===== src/rtl/imem_loadable_if.sv =====
// Load and fetch bus of the loadable instruction memory.
// master = program loader / fetch unit, slave = imem_loadable.
interface imem_loadable_if #(
  parameter int IW = 9,
  parameter int AW = 8
);
  logic          load_start;
  logic          load_valid;
  logic          load_ready;
  logic [IW-1:0] load_data;
  logic          load_last;
  logic          fetch_req;
  logic [AW-1:0] fetch_addr;
  logic [IW-1:0] instr;
  logic          instr_valid;

  modport master (
    output load_start, load_valid, load_data, load_last, fetch_req, fetch_addr,
    input  load_ready, instr, instr_valid
  );

  modport slave (
    input  load_start, load_valid, load_data, load_last, fetch_req, fetch_addr,
    output load_ready, instr, instr_valid
  );
endinterface


===== src/rtl/imem_loadable.sv =====
// Loadable instruction memory: valid/ready sequential load, 1-cycle registered fetch.
// Load stalls only outside LOAD (load_ready=0); fetches are serviced only in RUN.
module imem_loadable #(
  parameter int            IW  = 9,
  parameter int            AW  = 8,
  parameter logic [IW-1:0] NOP = '0
) (
  input  logic              clk,
  input  logic              reset,
  imem_loadable_if.slave    bus,
  output logic              done,
  output logic [AW:0]       prog_len,
  output logic              ready,
  output logic              load_ovf
);

  localparam int          DEPTH = 1 << AW;
  localparam logic [AW:0] FULL  = (AW+1)'(DEPTH);
  localparam logic [AW:0] LAST  = (AW+1)'(DEPTH - 1);
  localparam logic [AW:0] ONE   = (AW+1)'(1);

  typedef enum logic [1:0] {EMPTY, LOAD, RUN} state_t;

  state_t        state;
  logic [AW:0]   wp;
  logic [IW-1:0] mem [DEPTH];

  logic wr_en;
  logic in_range;

  // load_start in LOAD takes priority: the word presented alongside it is dropped.
  assign wr_en    = (state == LOAD) && bus.load_valid && !bus.load_start;
  assign in_range = ({1'b0, bus.fetch_addr} < prog_len);

  always_ff @(posedge clk) begin
    if (wr_en) begin
      mem[wp[AW-1:0]] <= bus.load_data;
    end
  end

  always_ff @(posedge clk or posedge reset) begin
    if (reset) begin
      state           <= EMPTY;
      wp              <= '0;
      prog_len        <= '0;
      done            <= 1'b0;
      load_ovf        <= 1'b0;
      ready           <= 1'b0;
      bus.load_ready  <= 1'b0;
      bus.instr       <= NOP;
      bus.instr_valid <= 1'b0;
    end else begin
      bus.instr_valid <= 1'b0;
      case (state)
        EMPTY: begin
          if (bus.load_start) begin
            state          <= LOAD;
            bus.load_ready <= 1'b1;
            wp             <= '0;
            done           <= 1'b0;
            load_ovf       <= 1'b0;
          end
        end

        LOAD: begin
          if (bus.load_start) begin
            wp <= '0;
          end else if (bus.load_valid) begin
            wp <= wp + ONE;
            if (bus.load_last) begin
              state          <= RUN;
              ready          <= 1'b1;
              bus.load_ready <= 1'b0;
              prog_len       <= wp + ONE;
            end else if (wp == LAST) begin
              // Memory full without an end marker: run what we have and flag it.
              state          <= RUN;
              ready          <= 1'b1;
              bus.load_ready <= 1'b0;
              prog_len       <= FULL;
              load_ovf       <= 1'b1;
            end
          end
        end

        RUN: begin
          if (bus.fetch_req) begin
            bus.instr_valid <= 1'b1;
            bus.instr       <= in_range ? mem[bus.fetch_addr] : NOP;
            if (!in_range) begin
              done <= 1'b1;
            end
          end
          // A fetch issued with load_start still completes against the old program.
          if (bus.load_start) begin
            state          <= LOAD;
            ready          <= 1'b0;
            bus.load_ready <= 1'b1;
            wp             <= '0;
            prog_len       <= '0;
            done           <= 1'b0;
            load_ovf       <= 1'b0;
          end
        end

        default: begin
          state          <= EMPTY;
          ready          <= 1'b0;
          bus.load_ready <= 1'b0;
        end
      endcase
    end
  end

endmodule


===== src/flat_wrapper.sv =====
// flat-port wrapper written by rule: the top's interface ports become plain ports
module imem_loadable_flat 
#(
  parameter int            IW  = 9,
  parameter int            AW  = 8,
  parameter logic [IW-1:0] NOP = '0
)
  (clk, reset, done, prog_len, ready, load_ovf, bus_load_start, bus_load_valid, bus_load_data, bus_load_last, bus_fetch_req, bus_fetch_addr, bus_load_ready, bus_instr, bus_instr_valid);
  imem_loadable_if #(.IW(IW), .AW(AW)) bus_i ();
  input  logic clk;
  input  logic reset;
  output logic done;
  output logic [AW:0] prog_len;
  output logic ready;
  output logic load_ovf;
  input wire logic [$bits(bus_i.load_start)-1:0] bus_load_start;
  input wire logic [$bits(bus_i.load_valid)-1:0] bus_load_valid;
  input wire logic [$bits(bus_i.load_data)-1:0] bus_load_data;
  input wire logic [$bits(bus_i.load_last)-1:0] bus_load_last;
  input wire logic [$bits(bus_i.fetch_req)-1:0] bus_fetch_req;
  input wire logic [$bits(bus_i.fetch_addr)-1:0] bus_fetch_addr;
  output wire logic [$bits(bus_i.load_ready)-1:0] bus_load_ready;
  output wire logic [$bits(bus_i.instr)-1:0] bus_instr;
  output wire logic [$bits(bus_i.instr_valid)-1:0] bus_instr_valid;
  assign bus_i.load_start = bus_load_start;
  assign bus_i.load_valid = bus_load_valid;
  assign bus_i.load_data = bus_load_data;
  assign bus_i.load_last = bus_load_last;
  assign bus_i.fetch_req = bus_fetch_req;
  assign bus_i.fetch_addr = bus_fetch_addr;
  assign bus_load_ready = bus_i.load_ready;
  assign bus_instr = bus_i.instr;
  assign bus_instr_valid = bus_i.instr_valid;
  imem_loadable #(.IW(IW), .AW(AW), .NOP(NOP)) u_core (.clk(clk), .reset(reset), .bus(bus_i), .done(done), .prog_len(prog_len), .ready(ready), .load_ovf(load_ovf));
endmodule

===== config.mk =====
export PLATFORM = sky130hd
export DESIGN_NAME = imem_loadable_flat
export DESIGN_NICKNAME = d
export VERILOG_FILES = /design/src/rtl/imem_loadable_if.sv /design/src/rtl/imem_loadable.sv /design/src/flat_wrapper.sv
export SDC_FILE = /design/constraint.sdc
export NUM_CORES = 2
export LEC_CHECK = 0
export CORE_MARGIN = 5
export CORE_UTILIZATION = 55
export DETAILED_ROUTE_END_ITERATION = 12
export PLACE_DENSITY = 0.71
export SLEW_MARGIN = 0
export SYNTH_ARGS = -nofsm -noshare
export SYNTH_HDL_FRONTEND = slang
export SYNTH_SLANG_ARGS = --single-unit

===== constraint.sdc =====
create_clock -name clk -period 3.04 [get_ports clk]
set_clock_uncertainty 0.1 [all_clocks]
set_input_delay 0.608 -clock clk [delete_from_list [all_inputs] [get_ports clk]]
set_output_delay 0.608 -clock clk [all_outputs]
set_load 0.05 [all_outputs]

==> metrics.md <==
| Metric | Value |
|---|---|
| Top-level port count | `46` |
| Grt total ovfl | `0` |
| Worst hold slack | `between 0.07 and 0.08 ns` |
| P_sw | `between 10 and 15 mW` |
| Pin count of the biggest net entering global routing | `roughly 110` |
| Endpoint kind of the worst setup timing path | `register` |
| Total standard cell area after synthesis | `around 0.091 mm^2` |
| Via count of the first global-routing pass | `between 40,000 and 50,000` |
| TritonCTS Sinks | `approximately 2,300` |
| Antenna-violating nets left | `0` |
| Data required time of the critical path | `~3.7 ns` |
| Non-Filler Instances | `7,741` |
| Setup slack after placement | `-0.9200 ns` |
| Pwr Total | `around 67 mW` |
| Vias | `~50,000` |
| DR WL/cell | `about 30 um` |
| Sum of negative setup slack | `0 ns` |
| YS warnings | `0` |
| # DRC | `0` |
| Synthesized flop and latch total | `2,338` |
| Critical Path Start Type | `input port` |
| Fraction of synthesis flops using an asynchronous set or reset pin | `~1.5%` |
| Arrival time at the worst endpoint | `~3.7 ns` |
| Comb pwr share | `about 6%` |
| Final design area excluding fillers | `0.1078 mm^2` |
| Number of iterations in the first detailed-routing pass | `6` |
| Worst-path clk slew | `approximately 0.06 ns` |
| Instance area after placement | `0.1005 mm^2` |
| Initial core utilization | `a little under three fifths` |
| Synthesized instance count | `approximately 4,600` |
| Kind of critical path | `in2reg` |
| Minimum clock period after layout | `3.037 ns` |
| Total detailed-routing wirelength | `231.3 mm` |
| CTS H-tree lvls | `4` |
| Internal Dissipation | `52.55 mW` |
| Clock Root Buffer | `sky130_fd_sc_hd__clkbuf_16` |
| Overall Global Routing Usage | `between 20% and 30%` |
| Sequential cell area fraction in the yosys report | `between 70% and 80%` |
| Clock buffer depth | `3` |
| Largest voltage drop on the vdd net | `0.6705 mV` |
| Share of the cycle needed by the critical path after routing | `99.89%` |
| Horizontal die dimension | `around 420 um` |
| RSZ-0062 raised after global routing | `false` |
| Post-layout nets | `approximately 5,400` |
| Setup WS post-layout | `approximately 0.0033 ns` |
| Switching power as a share of total power | `21.51%` |
| Number of antenna violations at the first check in global routing | `10` |
| TritonCTS Buffers | `~220` |
| Maximum achievable frequency | `between 300 and 400 MHz` |
| Syn_nets | `4,601` |
| Syn_area_per_cell | `20.01 um^2` |
| Area growth from synthesis to layout | `17.92%` |
| Number of fill cells | `roughly 11,000` |
| Die boundary height | `between 400 and 500 um` |
| Final setup fails | `0` |
| Max-slew violations | `0` |
| Post-DP HPWL | `149.6 mm` |
| Power per cell area | `621.3 mW/mm^2` |
| Sequential cell fraction of total power | `a little over half` |
| CTS tree | `done` |
| Number of vias per cell | `6.325` |
| Clock insertion delay at the later pin of the skew report | `around 0.87 ns` |
| Clock share of power | `slightly above 40%` |
| Critical path peak fanout | `24` |
| Slew at the pin with the worst max-slew slack | `around 0.75 ns` |
| Global-route wire length before repair | `about 340 mm` |
| Reported max-cap violation count | `0` |
| Die footprint | `0.1744 mm^2` |
| Leak | `36.44 nW` |
| Fin util | `around 65%` |
| Fin. Hold Viols | `0` |
| Std-Cell Core Area | `0.1650 mm^2` |
| Count of flip-flops with a built-in enable after synthesis | `around 2,300` |
| Slew margin rel. | `around 50%` |
| Type of the most critical hold path | `in2async` |
| Count of standard-cell rows | `approximately 150` |
| Predominant post-synthesis flop cell | `sky130_fd_sc_hd__edfxtp_1` |
| Count of input and output buffers | `45` |
| Placer congestion estimate | `0.8959` |
| Netlist cell types | `58` |
| Share of layout cells above drive strength 1 | `28.33%` |
| Outcome | `finished, final reports clean` |
| Number of placed instances with taps included | `roughly 7,300` |
| Number of DRC markers after the initial detailed-route iteration | `about 6,600` |
critical path, stage by stage:
cell and delay (ns):
sky130_fd_sc_hd__buf_8 0.25, sky130_fd_sc_hd__buf_4 0.21, sky130_fd_sc_hd__buf_12 0.24, sky130_fd_sc_hd__buf_12 0.18
sky130_fd_sc_hd__mux4_2 0.51, sky130_fd_sc_hd__mux4_2 0.47, sky130_fd_sc_hd__mux2i_1 0.36, sky130_fd_sc_hd__o2111ai_1 0.41
sky130_fd_sc_hd__a221o_1 0.41
what timing repair did:
action                                 CTS  global route
buffers inserted                         0             5
setup endpoints to repair                6             4
hold buffers                             1             0
endpoints found under the hold margin    6             0
pin swaps                                0             1
gates resized for setup                  6             1
cell usage after synthesis, types with 3 or more instances:
| master | instances | area (um^2) |
|---|---|---|
| sky130_fd_sc_hd__a31oi_1 | 13 | 81.33 |
| sky130_fd_sc_hd__and3_1 | 13 | 81.33 |
| sky130_fd_sc_hd__a211oi_1 | 22 | 165.2 |
| sky130_fd_sc_hd__a32o_1 | 3 | 30.03 |
| sky130_fd_sc_hd__xnor2_1 | 3 | 26.28 |
| sky130_fd_sc_hd__o22ai_1 | 27 | 168.9 |
| sky130_fd_sc_hd__mux4_2 | 394 | 8874 |
| sky130_fd_sc_hd__nand2b_1 | 12 | 75.07 |
| sky130_fd_sc_hd__a21o_1 | 4 | 30.03 |
| sky130_fd_sc_hd__nor2_1 | 288 | 1081 |
| sky130_fd_sc_hd__a221o_1 | 8 | 80.08 |
| sky130_fd_sc_hd__edfxtp_1 | 2304 | 69190 |
| sky130_fd_sc_hd__nor4b_1 | 5 | 43.79 |
| sky130_fd_sc_hd__buf_4 | 60 | 450.4 |
| sky130_fd_sc_hd__ha_1 | 12 | 150.1 |
| sky130_fd_sc_hd__a32oi_1 | 11 | 96.34 |
| sky130_fd_sc_hd__o211ai_1 | 16 | 120.1 |
| sky130_fd_sc_hd__or2_2 | 4 | 25.02 |
| sky130_fd_sc_hd__a21oi_1 | 63 | 315.3 |
| sky130_fd_sc_hd__a22oi_1 | 148 | 1111 |
| sky130_fd_sc_hd__nand4_1 | 19 | 118.9 |
| sky130_fd_sc_hd__mux2_2 | 19 | 214.0 |
| sky130_fd_sc_hd__inv_1 | 16 | 60.06 |
| sky130_fd_sc_hd__dfrtp_1 | 34 | 850.8 |
| sky130_fd_sc_hd__o21ai_0 | 31 | 155.2 |
| sky130_fd_sc_hd__clkbuf_1 | 107 | 401.6 |
| sky130_fd_sc_hd__o21ai_1 | 12 | 60.06 |
| sky130_fd_sc_hd__buf_1 | 16 | 60.06 |
| sky130_fd_sc_hd__a221oi_1 | 52 | 455.4 |
| sky130_fd_sc_hd__buf_2 | 86 | 430.4 |
| sky130_fd_sc_hd__a2111oi_0 | 6 | 52.55 |
| sky130_fd_sc_hd__nor2b_1 | 41 | 256.5 |
| sky130_fd_sc_hd__buf_6 | 5 | 56.30 |
| sky130_fd_sc_hd__or3_1 | 3 | 18.77 |
| sky130_fd_sc_hd__mux2i_1 | 487 | 4875 |
| sky130_fd_sc_hd__o2111ai_1 | 7 | 61.31 |
| sky130_fd_sc_hd__nor3_1 | 12 | 60.06 |
| sky130_fd_sc_hd__nand2_1 | 82 | 307.8 |
| sky130_fd_sc_hd__and2_1 | 8 | 50.05 |
| sky130_fd_sc_hd__or4_1 | 3 | 22.52 |
| sky130_fd_sc_hd__nand3_1 | 89 | 445.4 |
final timing paths:
kind,start,end,slack [ns],depth (start not counted)
setup / recovery,bus_fetch_addr[0],u_core.bus.instr[7],0.003,9
min in group clk,bus_load_data[3],u_core.mem[121][3],0.12,1
max in group asynchronous,reset,u_core.bus.instr[8],2.35,3
hold / removal,reset,u_core.state[1],0.07,3
setup reg to reg,u_core.mem[50][3],u_core.bus.instr[3],0.11,8
hold reg to reg,u_core.prog_len[6],u_core.prog_len[6],0.43,2
power groups by stage:
stage | combinational, mW | clock, mW | sequential, mW
floorplan | 1.74 | 0 | 36.4
global placement | 3.97 | 0 | 36.3
detailed placement | 4.02 | 0 | 36.3
CTS | 4.03 | 27.6 | 35.6
global route | 4.22 | 29.1 | 35.6
finish | 4.04 | 27.3 | 35.6
registers in the layout (all words and copies together) (netlist names):
name / count
u_core.bus.instr_valid: 1
u_core.ready: 1
u_core.bus.load_ready: 1
u_core.prog_len: 9
u_core.mem: 2304
u_core.wp: 9
u_core.done: 1
u_core.bus.instr: 9
u_core.load_ovf: 1
u_core.state: 2
placed cells by master, fill, tap and decap left out, types with 19 or more instances in the layout:
cell	netlist	routed
sky130_fd_sc_hd__a211oi_1	22	22
sky130_fd_sc_hd__a21oi_1	63	63
sky130_fd_sc_hd__a221oi_1	52	52
sky130_fd_sc_hd__a22oi_1	148	148
sky130_fd_sc_hd__buf_12	0	101
sky130_fd_sc_hd__buf_4	60	694
sky130_fd_sc_hd__bufinv_16	0	21
sky130_fd_sc_hd__clkbuf_1	107	39
sky130_fd_sc_hd__clkbuf_16	0	225
sky130_fd_sc_hd__clkdlybuf4s50_1	0	24
sky130_fd_sc_hd__clkinv_1	1	51
sky130_fd_sc_hd__clkinv_2	0	47
sky130_fd_sc_hd__dfrtp_1	34	34
sky130_fd_sc_hd__edfxtp_1	2304	2304
sky130_fd_sc_hd__mux2_2	19	19
sky130_fd_sc_hd__mux2i_1	487	487
sky130_fd_sc_hd__mux4_2	394	394
sky130_fd_sc_hd__nand2_1	82	82
sky130_fd_sc_hd__nand3_1	89	76
sky130_fd_sc_hd__nand4_1	19	19
sky130_fd_sc_hd__nor2_1	288	287
sky130_fd_sc_hd__nor2b_1	41	39
sky130_fd_sc_hd__o21ai_0	31	31
sky130_fd_sc_hd__o22ai_1	27	27
cell type report:
cell class	count	area [um^2]	area share, %
clock inverters	142	1330	1.234
clock buffers	271	5873	5.450
inverters	17	63.81	0.05922
repair buffers	841	7725	7.169
well taps	2189	2739	2.542
flip-flops and latches	2338	70040	65.00
diodes	6	15.01	0.01393
multi-input cells	1937	19970	18.54
layer usage:
layer  GRT usage [%]  wire (um)  vias to the layer above
met3           5.205      21830                      506
met1           36.44      86560                    25320
met5               0         13                        -
met4           11.38      10300                        2
li1                -          -                    20400
met2           42.67     112600                     2739
logic make-up (layout without fill, tap and decap cells):
logic type | Yosys count | in the layout | synth area share (%)
xor+xnor | 5 | 5 | 0.04793
fa+ha+maj | 12 | 12 | 0.1643
buf+inv | 291 | 1271 | 1.601
simple gates | 587 | 587 | 2.901
compound gates | 432 | 432 | 3.348
other cells | 0 | 6 | 0
flops | 2338 | 2338 | 76.65
mux | 901 | 901 | 15.29
(Power assumes the default switching activity.)
